### src/rtl/ifetch_stage_pkg.sv
// Shared definitions for the instruction-fetch stage: FSM state encoding,
// default reset PC / bubble word, and small PC arithmetic helpers.
package ifetch_stage_pkg;

  typedef enum logic [1:0] {
    S_REQ  = 2'd0,
    S_WAIT = 2'd1,
    S_HOLD = 2'd2
  } fetch_state_t;

  localparam logic [31:0] RESET_PC_DEF  = 32'h0040_0000;
  localparam logic [31:0] NOP_INSTR_DEF = 32'h0000_0000;

  // Sequential PC, wraps modulo 2^32
  function automatic logic [31:0] pc_plus4(input logic [31:0] pc);
    return pc + 32'd4;
  endfunction

  // Redirect targets are forced onto a word boundary
  function automatic logic [31:0] word_align(input logic [31:0] addr);
    return addr & ~32'h3;
  endfunction

endpackage

### src/rtl/ifetch_hold_buf.sv
// One-entry parking buffer for a fetched instruction and its PC while the
// pipeline is stalled or ID has asked for a freeze.
module ifetch_hold_buf
  import ifetch_stage_pkg::*;
(
  input  logic        clk,
  input  logic        reset,
  input  logic        load,
  input  logic        drain,
  input  logic        flush,
  input  logic [31:0] load_instr,
  input  logic [31:0] load_pc,
  output logic        valid,
  output logic [31:0] instr,
  output logic [31:0] pc
);

  // Load has priority over drain; flush and reset empty the entry
  always_ff @(posedge clk) begin
    if (reset) begin
      valid <= 1'b0;
      instr <= '0;
      pc    <= '0;
    end else if (flush) begin
      valid <= 1'b0;
    end else if (load) begin
      valid <= 1'b1;
      instr <= load_instr;
      pc    <= load_pc;
    end else if (drain) begin
      valid <= 1'b0;
    end
  end

endmodule

### src/rtl/ifetch_stage.sv
// Instruction-fetch stage: holds the PC, issues single-outstanding fetches
// to the I-cache and presents instruction / PC / PC+4 to ID.
// Optional macro IFETCH_PERF_EN adds saturating Fetch_Count / Squash_Count.
module ifetch_stage
  import ifetch_stage_pkg::*;
#(
  parameter logic [31:0] RESET_PC  = RESET_PC_DEF,
  parameter logic [31:0] NOP_INSTR = NOP_INSTR_DEF
) (
  input  logic        CLK,
  input  logic        RESET,
  input  logic        stall,
  input  logic [31:0] Alt_PC,
  input  logic        Request_Alt_PC,
  input  logic        WANT_FREEZE,
  output logic        IMem_Req,
  output logic [31:0] IMem_Addr,
  input  logic        IMem_Ack,
  input  logic [31:0] IMem_Data,
  output logic [31:0] Instr1_OUT,
  output logic [31:0] Instr_PC_OUT,
  output logic [31:0] Instr_PC_Plus4_OUT
`ifdef IFETCH_PERF_EN
  ,
  output logic [31:0] Fetch_Count,
  output logic [31:0] Squash_Count
`endif
);

  fetch_state_t state, state_next;
  logic [31:0]  pc, pc_next;
  logic [31:0]  addr_q;
  logic         squash, squash_next;

  logic         redirect, blocked;
  logic [31:0]  alt_target;
  logic         deliver;
  logic [31:0]  dl_instr, dl_pc;
  logic         buf_load, buf_drain, buf_flush;
  logic         buf_valid;
  logic [31:0]  buf_instr, buf_pc;

  assign redirect   = Request_Alt_PC && !stall;
  assign blocked    = stall || WANT_FREEZE;
  assign alt_target = word_align(Alt_PC);

  // The issued address is latched so a redirect during S_WAIT can move the
  // PC without disturbing the address the cache is still servicing.
  assign IMem_Req  = !RESET && (state != S_HOLD);
  assign IMem_Addr = (state == S_WAIT) ? addr_q : pc;

  ifetch_hold_buf u_hold_buf (
    .clk        (CLK),
    .reset      (RESET),
    .load       (buf_load),
    .drain      (buf_drain),
    .flush      (buf_flush),
    .load_instr (IMem_Data),
    .load_pc    (pc),
    .valid      (buf_valid),
    .instr      (buf_instr),
    .pc         (buf_pc)
  );

  // Next-state, PC and delivery decisions
  always_comb begin
    state_next  = state;
    pc_next     = pc;
    squash_next = squash;
    buf_load    = 1'b0;
    buf_drain   = 1'b0;
    buf_flush   = 1'b0;
    deliver     = 1'b0;
    dl_instr    = buf_instr;
    dl_pc       = buf_pc;
    case (state)
      S_REQ, S_WAIT: begin
        if (IMem_Ack) begin
          if (squash || redirect) begin
            // Wrong-path response: discard and refetch from the current PC
            squash_next = 1'b0;
            state_next  = S_REQ;
            if (redirect) pc_next = alt_target;
          end else if (blocked) begin
            buf_load   = 1'b1;
            state_next = S_HOLD;
          end else begin
            deliver  = 1'b1;
            dl_instr = IMem_Data;
            dl_pc    = pc;
          end
        end else begin
          state_next = S_WAIT;
          if (redirect) begin
            pc_next     = alt_target;
            squash_next = 1'b1;
          end
        end
      end
      S_HOLD: begin
        if (redirect) begin
          buf_flush  = 1'b1;
          state_next = S_REQ;
          pc_next    = alt_target;
        end else if (!blocked && buf_valid) begin
          buf_drain = 1'b1;
          deliver   = 1'b1;
        end
      end
      default: state_next = S_REQ;
    endcase
    if (deliver) begin
      pc_next    = pc_plus4(dl_pc);
      state_next = S_REQ;
    end
  end

  // FSM, PC and squash registers
  always_ff @(posedge CLK) begin
    if (RESET) begin
      state  <= S_REQ;
      pc     <= RESET_PC;
      squash <= 1'b0;
      addr_q <= RESET_PC;
    end else begin
      state  <= state_next;
      pc     <= pc_next;
      squash <= squash_next;
      if (state == S_REQ) addr_q <= pc;
    end
  end

  // ID-facing outputs: deliver, bubble, or hold under stall
  always_ff @(posedge CLK) begin
    if (RESET) begin
      Instr1_OUT         <= NOP_INSTR;
      Instr_PC_OUT       <= '0;
      Instr_PC_Plus4_OUT <= 32'd4;
    end else if (deliver) begin
      Instr1_OUT         <= dl_instr;
      Instr_PC_OUT       <= dl_pc;
      Instr_PC_Plus4_OUT <= pc_plus4(dl_pc);
    end else if (!stall) begin
      Instr1_OUT         <= NOP_INSTR;
      Instr_PC_OUT       <= pc_next;
      Instr_PC_Plus4_OUT <= pc_plus4(pc_next);
    end
  end

`ifdef IFETCH_PERF_EN
  logic dropped;
  assign dropped = (state == S_HOLD) ? redirect
                                     : (IMem_Ack && (squash || redirect));

  // Saturating performance counters
  always_ff @(posedge CLK) begin
    if (RESET) begin
      Fetch_Count  <= '0;
      Squash_Count <= '0;
    end else begin
      if (deliver && (Fetch_Count != '1))  Fetch_Count  <= Fetch_Count + 32'd1;
      if (dropped && (Squash_Count != '1)) Squash_Count <= Squash_Count + 32'd1;
    end
  end
`endif

endmodule
### config.mk
export PLATFORM = sky130hd
export DESIGN_NAME = ifetch_stage
export DESIGN_NICKNAME = d
export VERILOG_FILES = /design/src/rtl/ifetch_stage_pkg.sv /design/src/rtl/ifetch_hold_buf.sv /design/src/rtl/ifetch_stage.sv
export SDC_FILE = /design/constraint.sdc
export NUM_CORES = 1
export LEC_CHECK = 0
export ABC_CLOCK_PERIOD_IN_PS = 7500
export BUFFER_PORTS_ARGS = -buffer_cell sky130_fd_sc_hd__buf_2
export CAP_MARGIN = 30
export CORE_ASPECT_RATIO = 0.6
export CORE_MARGIN = 5
export CORE_UTILIZATION = 25
export DETAILED_ROUTE_END_ITERATION = 10
export GPL_TIMING_DRIVEN = 1
export PLACE_DENSITY_LB_ADDON = 0.2
export RECOVER_POWER = 25
export SKIP_LAST_GASP = 1
export SYNTH_ARGS = -nofsm -noshare
export SYNTH_HDL_FRONTEND = slang
export SYNTH_HIERARCHICAL = 1
export SYNTH_SLANG_ARGS = --single-unit
### constraint.sdc
create_clock -name CLK -period 7.5 [get_ports CLK]
set_clock_uncertainty 0.05 [all_clocks]
set_input_delay 0.75 -clock CLK [delete_from_list [all_inputs] [get_ports CLK]]
set_output_delay 0.75 -clock CLK [all_outputs]
set_load 0.1 [all_outputs]
-- After elaboration in Yosys (flattened, before gate mapping)
Index checks and enable logic that the tools add are counted.
- add/subtract/negate cells: 2
- multipliers: 0
- div/mod/pow operators: 0
- $lt $le $gt $ge: 0
- eq/ne operators: 7
- shifts and indexed selects: 0
- muxes and demuxes: 43
- bitwise operators: 1
- reduce and logical (&&, ||, !) cells: 17
- operator list (kind ; count):
    32-bit two-way mux ; 19
    32-bit by 3-bit adder with 32-bit output, second input constant ; 2
    32-bit case mux with 2 select lines ; 1
    1-bit two-way mux ; 17
    2-bit two-way mux ; 4
    2-bit OR reduction ; 3
    2-bit by 1-bit != test with 1-bit output, second input constant ; 2
    2-bit != test, second input constant ; 2
    4-bit != test, second input constant ; 1
    2-bit case mux with 2 select lines ; 1
    2-bit AND reduction ; 2
    2-bit nonzero test ; 2
    1-bit logical AND ; 3
    1-bit logical NOT ; 3
    3-bit AND reduction ; 1
    2-bit by 1-bit equality test with 1-bit output, second input constant ; 1
    2-bit equality test, second input constant ; 1
    2-bit logical NOT ; 1
    1-bit logical OR ; 2
    1-bit case mux with 2 select lines ; 1
    1-bit NOT ; 1
- flip-flop bits (word level): 228
- bits in latches: 0
- bits in writable memories: 0
- bits in read-only memories: 0
- input port bits: 70
- output and inout bits: 129
- word-level logic and storage cells: 80
- memories kept: 0

-- Depth between registers and ports, before layout
Gate-level depths: netlist of run 1.
- word-level depth: 11
- mapped depth: 19

-- By module
Netlist of run 1, hierarchy kept.
- by module, submodules not included (module ; times used ; cells each ; area an instance (µm²) ; seq. area each (µm²)):
    ifetch_stage ; 1 ; 1167 ; 9182.6 ; 3223.1
    ifetch_hold_buf ; 1 ; 296 ; 3268.1 ; 1301.2

-- Worst setup path before layout of run 1
No wires, ideal clock.
- path type: input to register
- from: input port stall
- to: register Instr_PC_Plus4_OUT[27]
- arrival time: 4.917 ns
- data required time: 7.330 ns
- path slack: 2.413 ns
- stages: 19
- path buffers: 5
- path through: buf_6 > or3_1 > buf_2 > nor2_1 > buf_2 > clkbuf_1 > nand2_1 > nand2_1 > ha_1 > nand4_1 > nor4_1 > a32o_1 > nand2_1 > a211oi_1 > or3_1 > clkbuf_1 > nor4_4 > and3_1 > o31a_1
- cells in the longest elaborated chain, start to end: 11
- elaborated cells between the ends (all ways): 26
- RTL lines (element ; RTL line ; source):
    from (decl) ; ifetch_stage.sv:12 ; input logic stall,
    1-bit logical NOT ; n/a ;
    1-bit logical AND ; ifetch_stage.sv:43 ; assign redirect = Request_Alt_PC && !stall;
    1-bit logical OR ; ifetch_stage.sv:79 ; if (squash || redirect) begin
    32-bit two-way mux ; ifetch_stage.sv:79 ;
    32-bit two-way mux ; ifetch_stage.sv:78 ; if (IMem_Ack) begin
    32-bit two-way mux ; ifetch_stage.sv:76 ; case (state)
    32-bit by 3-bit adder with 32-bit output ; ifetch_stage_pkg.sv:16 ; return pc + 32'd4;
    32-bit two-way mux ; ifetch_stage.sv:112 ; if (deliver) begin
    32-bit by 3-bit adder with 32-bit output ; ifetch_stage_pkg.sv:16 ;
    32-bit two-way mux ; ifetch_stage.sv:143 ; end else if (!stall) begin
    32-bit two-way mux ; ifetch_stage.sv:139 ; end else if (deliver) begin
    to (signal assigned) ; ifetch_stage.sv:142 ; Instr_PC_Plus4_OUT <= pc_plus4(dl_pc);
    to (signal assigned) ; ifetch_stage.sv:146 ; Instr_PC_Plus4_OUT <= pc_plus4(pc_next);
    to (decl) ; ifetch_stage.sv:22 ; output logic [31:0] Instr_PC_Plus4_OUT
Parallel ways exist; a longest one is shown, timed or not. The select of a mux whose other input is x is not followed.
A chain may end at the register's enable or synchronous reset.

==> qor_table.md, run 1 <==
| Item | Value | Unit |
|---|---|---|
| Maximum vdd ir drop | 0.1412 | mV |
| Row count | 63 | - |
| Area of the core | 49340 | um2 |
| Synthesis-to-finish area growth | 16.49 | % |
| First-pass GRT wire length | 73240 | um |
| Violated checks | capacitance limit, slew limit | - |
| Count of H-tree levels built during CTS | 1 | - |
| Switch Pwr | 0.001040 | W |
| Number of synthesis warnings | 6 | - |
| Count of final hold-check violations | 0 | - |
| Initial Util | 0.2523 | - |
| Share of cells above drive strength 1 | 0.1967 | - |
| DRC violations left | 0 | - |
| Post-CTS resize count | 0 | - |
| Number of flops mapped to enable cells by yosys | 0 | - |
| Post-synthesis net count | 1535 | - |
| Portion of the clock cycle consumed by the worst path in the final layout | 0.7795 | - |
| Clock slew at reported path FFs | 0.06 | ns |
| Normalized max-slew margin | -1.518 | - |
| Most common cell after layout, fill and taps aside | sky130_fd_sc_hd__dfxtp_1 | - |
| Number of placed I/O pins | 199 | - |
| Number of antenna violations at the first check in global routing | 1 | - |
| XOR/XNOR Fraction of Synth Area | 0.02040 | - |
| Combined buffer and inverter count along the critical path | 2 | - |
| Post-synthesis register bit count | 226 | - |
| Kind of cell adding the most delay to the critical path | buffers and inverters | - |
| First-pass iteration count of the detailed router | 7 | - |
| P_int | 0.002042 | W |
| Combinational group share of total power | 0.195 | - |
| Die Span Y | 182.9 | um |
| Fraction of post-synthesis cell area in the top cell type by area | 0.3634 | - |
| Cell leakage power | 5.138 | nW |
| Maximum number of pins on one net before global-route repair | 98 | - |
| Clock tree buffer depth | 3 | - |
| Class of the tightest hold or removal check | in -> reg | - |
| Max-cap violations | 3 | - |
| Most area-consuming cells after synthesis | sky130_fd_sc_hd__dfxtp_1, sky130_fd_sc_hd__nand4bb_1, sky130_fd_sc_hd__nand2_1 | - |
| Final Max Slew Viols | 230 | - |
| Die span in x | 298.1 | um |
| Number of hold buffers added after CTS | 0 | - |
| Arrival time at the worst endpoint | 6.21 | ns |
| Number of setup buffers added after CTS | 0 | - |
| Die area | 54510 | um2 |
| Number of buffers added by the clock tree synthesis step | 24 | - |
| Crit path from | RESET | - |
| Post-synthesis instance total | 1463 | - |
| Relative contribution of sequential cells to total power | 0.424 | - |
| Post-route antenna net violation count | 0 | - |
| Total congestion overflow after global routing | 0 | - |
| Run status | complete, but fails checks | - |
| Setup repair after global routing missed its margin | false | - |
| Ordered list of cells on the worst path | clkbuf_1 -> clkbuf_1 -> nand4bb_1 -> o21ai_2 | - |
| Fraction of synthesized area in multiplexers | 0.07185 | - |
| I/O Buffers | 196 | - |
| Distinct cell type count of the synthesized netlist | 74 | - |
| Clock tree from TritonCTS | done | - |
| Post-route minimum period | 5.846 | ns |
| Cell type with the largest total area after synthesis | sky130_fd_sc_hd__dfxtp_1 | - |
| Post-Synth Adder-Cell Area | 0.002010 | - |
| Netlist Area Pre-Place | 12450 | um2 |
| Start of the worst register-to-register path | state[1]$_SDFFE_PP0P_ | - |
| Vias in the first global route | 11340 | - |
| Reg-to-reg slack, setup | 2.24 | ns |
| Beginning of the worst hold path | IMem_Ack | - |
| Post-Route WL | 48570 | um |
| Number of violations reported at the end of detailed-routing iteration 0 | 1047 | - |
| Final weighted congestion of routability-driven global placement | 0.8666 | - |
| Sum Neg Setup Slack | 0 | ns |
| Number of failing setup endpoints in the final timing report | 0 | - |
| Slowest CP cell | sky130_fd_sc_hd__clkbuf_1 | - |
| Transition time of the tightest slew-check pin | 3.778 | ns |
| Post-DR wirelength/cell | 21.62 | um |
| Fraction of the mapped netlist area in simple logic gates | 0.2752 | - |
| Top FF cell, synth | sky130_fd_sc_hd__dfxtp_1 | - |
| Skew-Pair Late Insertion Delay | 0.55 | ns |
| Power density normalized to cell area | 212.5 | nW/um2 |
| Half-perimeter wire length after placement | 33490 | um |
| Sequential share of the synthesized area | 0.3634 | - |
| CP max stage delay | 2.79 | ns |
| Critical path peak fanout | 97 | - |
| Most frequent cells in the layout | sky130_fd_sc_hd__dfxtp_1, sky130_fd_sc_hd__nand2_1, sky130_fd_sc_hd__buf_2 | - |
| DR vias | 11970 | - |
| Share of total power in the clock network | 0.381 | - |
| Endpoint kind of the worst setup timing path | flip-flop | - |
| Number of vias per cell | 5.328 | - |
| Launching element type of the critical path | primary input | - |
| Timing-limited maximum frequency | 171.1 | MHz |
| Critical Path Most Common Cell | sky130_fd_sc_hd__clkbuf_1 | - |
| Data required time of the worst path | 7.87 | ns |
| Classification of the worst setup path | in -> reg | - |
| Combined global-route utilization of all metal layers | 0.1698 | - |
| Core utilization of the finished layout | 0.2939 | - |
| Proportion of synthesized flip-flops having asynchronous set or reset | 0 | - |
| Root buffer cell | sky130_fd_sc_hd__clkbuf_16 | - |
| Average size of a mapped cell | 8.510 | um2 |
| Number of clock sinks | 226 | - |
| Combinational family with the most area after synthesis | simple AND/OR/NAND/NOR gates | - |
| Fraction of power spent switching nets | 0.3374 | - |
| Fillcell total | 5326 | - |
| Compound-Gate Fraction of Synth Area | 0.2087 | - |
| Number of nets at the end of the flow | 1652 | - |
==> final timing paths <==
check             cells after the start                                   to
setup / recovery                      4     u_hold_buf/instr[5]$_SDFFE_PP0P_
hold reg to reg                       2         Instr_PC_OUT[2]$_SDFFE_PP0P_
setup reg to reg                     15  Instr_PC_Plus4_OUT[29]$_SDFFE_PP0P_
hold / removal                        2                state[0]$_SDFFE_PP0P_
==> registers in the layout, indices dropped and copies added, names as in the netlist <==
signal and cells:
Instr_PC_Plus4_OUT 30, squash 1, Instr1_OUT 32, addr_q 32, u_hold_buf/valid 1, Instr_PC_OUT 32
u_hold_buf/instr 32, pc 32, state 2, u_hold_buf/pc 32
==> per-layer routing <==
layer / routed length [um] / part of all wire / GRT usage
met3: 3091 / 0.064 / 0.03336
met4: 1157 / 0.024 / 0.04067
met5: 13 / 0.00027 / 0
met1: 22380 / 0.46 / 0.2406
met2: 21940 / 0.45 / 0.2676
==> power groups by stage <==
stage               registers, W  clock network, W  logic, W
floorplan                0.00145                 0  0.000336
global placement         0.00133                 0  0.000601
detailed placement       0.00133                 0  0.000606
CTS                      0.00130           0.00121  0.000608
global route             0.00131           0.00127  0.000639
finish                   0.00131           0.00117  0.000602
==> synthesized netlist by cell type, types with 9 or more instances <==
cell                          n
sky130_fd_sc_hd__a211o_1     10
sky130_fd_sc_hd__a211oi_1    13
sky130_fd_sc_hd__a21oi_1    105
sky130_fd_sc_hd__a222oi_1    39
sky130_fd_sc_hd__a31oi_1     14
sky130_fd_sc_hd__and2_1      11
sky130_fd_sc_hd__and3_1      20
sky130_fd_sc_hd__buf_1       14
sky130_fd_sc_hd__buf_2       23
sky130_fd_sc_hd__clkbuf_1    83
sky130_fd_sc_hd__dfxtp_1    226
sky130_fd_sc_hd__inv_1       14
sky130_fd_sc_hd__mux2_2      43
sky130_fd_sc_hd__mux2i_1     41
sky130_fd_sc_hd__nand2_1    159
sky130_fd_sc_hd__nand2b_1    77
sky130_fd_sc_hd__nand3_1     41
sky130_fd_sc_hd__nand4_1     28
sky130_fd_sc_hd__nand4bb_1   64
sky130_fd_sc_hd__nor2_1     122
sky130_fd_sc_hd__nor3_1      24
sky130_fd_sc_hd__nor4_1      16
sky130_fd_sc_hd__o21a_1      11
sky130_fd_sc_hd__o21ai_0     31
sky130_fd_sc_hd__o21ai_2     60
sky130_fd_sc_hd__o22ai_1      9
sky130_fd_sc_hd__or3_1       12
sky130_fd_sc_hd__xnor2_1     17
sky130_fd_sc_hd__xor2_1      12
==> cell type report <==
class                      count  area [um2]  area share
antenna                        1       2.502   0.0001725
clock buffer                  37       710.7     0.04900
clock inverter                 5       28.78    0.001984
inverter                      14       52.55    0.003623
multi-input combinational   1089        7269      0.5012
sequential                   226        4524      0.3119
tap                          650       813.3     0.05607
timing repair buffer         225        1102     0.07600
==> per-stage QoR <==
stage / total power [W] / setup WS, ns / hold slack (ns) / cells / cell area, um2
global placement: 0.001931 / 2.034 / 0.3834 / 2204 / 13870
global route: 0.003218 / 1.044 / 0.3396 / 2246 / 14500
CTS: 0.003124 / 2.438 / 0.3187 / 2246 / 14610
finish: 0.003082 / 1.654 / 0.3481 / 2247 / 14500
detailed placement: 0.001938 / 1.949 / 0.3880 / 2204 / 13870
floorplan: 0.001785 / 2.413 / 0.3838 / 1463 / 12450
==> cells by family after synthesis <==
family / count (synthesis)
XOR/XNOR: 29
multiplexers: 84
buffers and inverters: 148
flip-flops: 226
AO/OA/AOI/OAI: 365
AND/OR/NAND/NOR: 609
adder cells (fa/ha/maj): 2
Note: power is estimated with default switching activity, not from simulation.
==> inputs of run 2 (changes only) <==
ABC_CLOCK_PERIOD_IN_PS = 5800   (was 7500)
clock period = 5.8 ns   (was 7.5 ns; I/O delays follow)
==> run 2 against run 1 <==
Against the previous run: via count is essentially flat; combinational power grew 29%; sequential cell count is the same; die area is the same; cell area grew 1.1%; register-to-register slack lost 1.3 ns; critical path depth grew 11; core utilization grew 0.33 points; global-route usage shrank 0.40 points; the flow still finishes with violations (capacitance limit, slew limit); routed wire length shrank 0.92%; total power grew 33%.
==> qor_table.md, run 2 (same netlist as run 1, synthesis figures left out) <==
| Item | Value | Unit |
|---|---|---|
| Die Span Y | 182.9 | um |
| Number of clock sinks | 226 | - |
| Critical path peak fanout | 12 | - |
| Sum Neg Setup Slack | 0 | ns |
| Number of violations reported at the end of detailed-routing iteration 0 | 1202 | - |
| DRC violations left | 0 | - |
| Count of H-tree levels built during CTS | 1 | - |
| Final Max Slew Viols | 33 | - |
| Cell area after placement | 13900 | um2 |
| Count of final hold-check violations | 0 | - |
| Clock tree buffer depth | 3 | - |
| Root buffer cell | sky130_fd_sc_hd__clkbuf_16 | - |
| Initial Util | 0.2523 | - |
| Final weighted congestion of routability-driven global placement | 0.8693 | - |
| Number of placed I/O pins | 199 | - |
| Maximum number of pins on one net before global-route repair | 162 | - |
| Post-CTS resize count | 0 | - |
| PnR worst setup slack | 0.9397 | ns |
| Row count | 63 | - |
| Fillcell total | 5292 | - |
| Portion of the clock cycle consumed by the worst path in the final layout | 0.8380 | - |
| Timing-limited maximum frequency | 205.8 | MHz |
| Number of failing setup endpoints in the final timing report | 0 | - |
| Maximum vdd ir drop | 0.1858 | mV |
| Most common cell after layout, fill and taps aside | sky130_fd_sc_hd__dfxtp_1 | - |
| Total non-filler cell area in the finished layout | 14670 | um2 |
| Die area | 54510 | um2 |
| Number of antenna violations at the first check in global routing | 3 | - |
| Area of the core | 49340 | um2 |
| Sum of internal, switching and leakage power | 0.004109 | W |
| Classification of the worst setup path | reg -> reg | - |
| Skew-Pair Late Insertion Delay | 0.55 | ns |
| Half-perimeter wire length after placement | 33360 | um |
| Combined global-route utilization of all metal layers | 0.1658 | - |
| Number of setup buffers added after CTS | 0 | - |
| I/O Buffers | 196 | - |
| Post-route minimum period | 4.860 | ns |
| DR vias | 11970 | - |
| Endpoint kind of the worst setup timing path | flip-flop | - |
| Data required time of the worst path | 6.19 | ns |
| Setup repair after global routing missed its margin | false | - |
| Post-Route WL | 48130 | um |
| Normalized max-slew margin | -0.3885 | - |
| Share of cells above drive strength 1 | 0.2121 | - |
| Launching element type of the critical path | flip-flop | - |
| Violated checks | capacitance limit, slew limit | - |
| Clock tree from TritonCTS | done | - |
| Total congestion overflow after global routing | 0 | - |
| Arrival time at the worst endpoint | 5.25 | ns |
| First-pass GRT wire length | 71900 | um |
| Post-route antenna net violation count | 0 | - |
| Worst hold margin | 0.1947 | ns |
| Number of nets at the end of the flow | 1656 | - |
| Cell leakage power | 5.272 | nW |
| Post-DR wirelength/cell | 21.35 | um |
| Power density normalized to cell area | 280.1 | nW/um2 |
| Max-cap violations | 1 | - |
| Synthesis-to-finish area growth | 17.81 | % |
| Transition time of the tightest slew-check pin | 2.083 | ns |
| Setup Slack @ Placement | 0.6905 | ns |
| Number of vias per cell | 5.308 | - |
| Run status | complete, but fails checks | - |
| Number of hold buffers added after CTS | 0 | - |
| Vias in the first global route | 11240 | - |
| Die span in x | 298.1 | um |
| Most frequent cells in the layout | sky130_fd_sc_hd__dfxtp_1, sky130_fd_sc_hd__nand2_1, sky130_fd_sc_hd__buf_2 | - |
| Class of the tightest hold or removal check | in -> reg | - |
| Clock slew at reported path FFs | 0.06 | ns |
| First-pass iteration count of the detailed router | 6 | - |
| Number of buffers added by the clock tree synthesis step | 25 | - |
run 2: cell types whose count changed in the layout (fill, tap and decap cells not counted), sizes merged:
cell | before | now
buf | 152 | 173
clkinv | 4 | 5
clkinvlp | 0 | 3
bufinv | 0 | 1
clkbuf | 110 | 91
run 2: final timing paths:
path	start	to	slack, ns	cells after the start
min	IMem_Ack	state[0]$_SDFFE_PP0P_	0.19	2
min reg2reg	Instr_PC_OUT[20]$_SDFFE_PP0P_	Instr_PC_OUT[20]$_SDFFE_PP0P_	0.40	2
max	state[1]$_SDFFE_PP0P_	Instr_PC_Plus4_OUT[29]$_SDFFE_PP0P_	0.94	15
max reg2reg	state[1]$_SDFFE_PP0P_	Instr_PC_Plus4_OUT[29]$_SDFFE_PP0P_	0.94	15
run 2: through the flow:
step	instances	utilization
2_1_floorplan	1463	-
3_3_place_gp	2207	0.2817
3_5_place_dp	2207	0.2817
4_1_cts	2253	0.2986
5_1_grt	2254	0.2973
6_report	2254	0.2973
run 2: power by group:
group / switching [W] / leakage [nW] / internal [W]
Clock: 0.000709 / 0.405 / 0.000933
Sequential: 0.0000687 / 1.84 / 0.00162
Combinational: 0.000597 / 3.03 / 0.000181
Total: 0.00138 / 5.27 / 0.00273
run 2: layer usage:
metal  GRT usage  up-vias  routed length, um
li1            -     5619                  -
met1      0.2377     5862              22280
met2      0.2632      433              21830
met3     0.03195       51               3286
met4     0.02999        0                737
met5           0        -                  0
run 2: final cells by class:
class | instances | area [um2] | area share
Antenna cell | 1 | 2.502 | 0.0001706
Clock buffer | 36 | 737.0 | 0.05024
Multi-Input combinational cell | 1089 | 7257 | 0.4948
Timing Repair Buffer | 228 | 1184 | 0.08070
Sequential cell | 226 | 4524 | 0.3085
Tap cell | 650 | 813.3 | 0.05545
Inverter | 14 | 52.55 | 0.003583
Clock inverter | 10 | 97.59 | 0.006654
run 2: critical path: stages, from the launching register on:
cell and delay, ns:
sky130_fd_sc_hd__dfxtp_1 0.43, sky130_fd_sc_hd__or3b_1 0.46, sky130_fd_sc_hd__nor2_4 0.16, sky130_fd_sc_hd__nand2_1 0.07, sky130_fd_sc_hd__nand2_1 0.10, sky130_fd_sc_hd__ha_1 0.31
sky130_fd_sc_hd__nand4_1 0.34, sky130_fd_sc_hd__nor4_1 0.48, sky130_fd_sc_hd__mux2i_1 0.16, sky130_fd_sc_hd__buf_4 0.22, sky130_fd_sc_hd__mux2i_1 0.14, sky130_fd_sc_hd__a222oi_1 0.48
sky130_fd_sc_hd__nand3_2 0.37, sky130_fd_sc_hd__nor4_4 0.55, sky130_fd_sc_hd__a21oi_1 0.13, sky130_fd_sc_hd__a211o_1 0.28
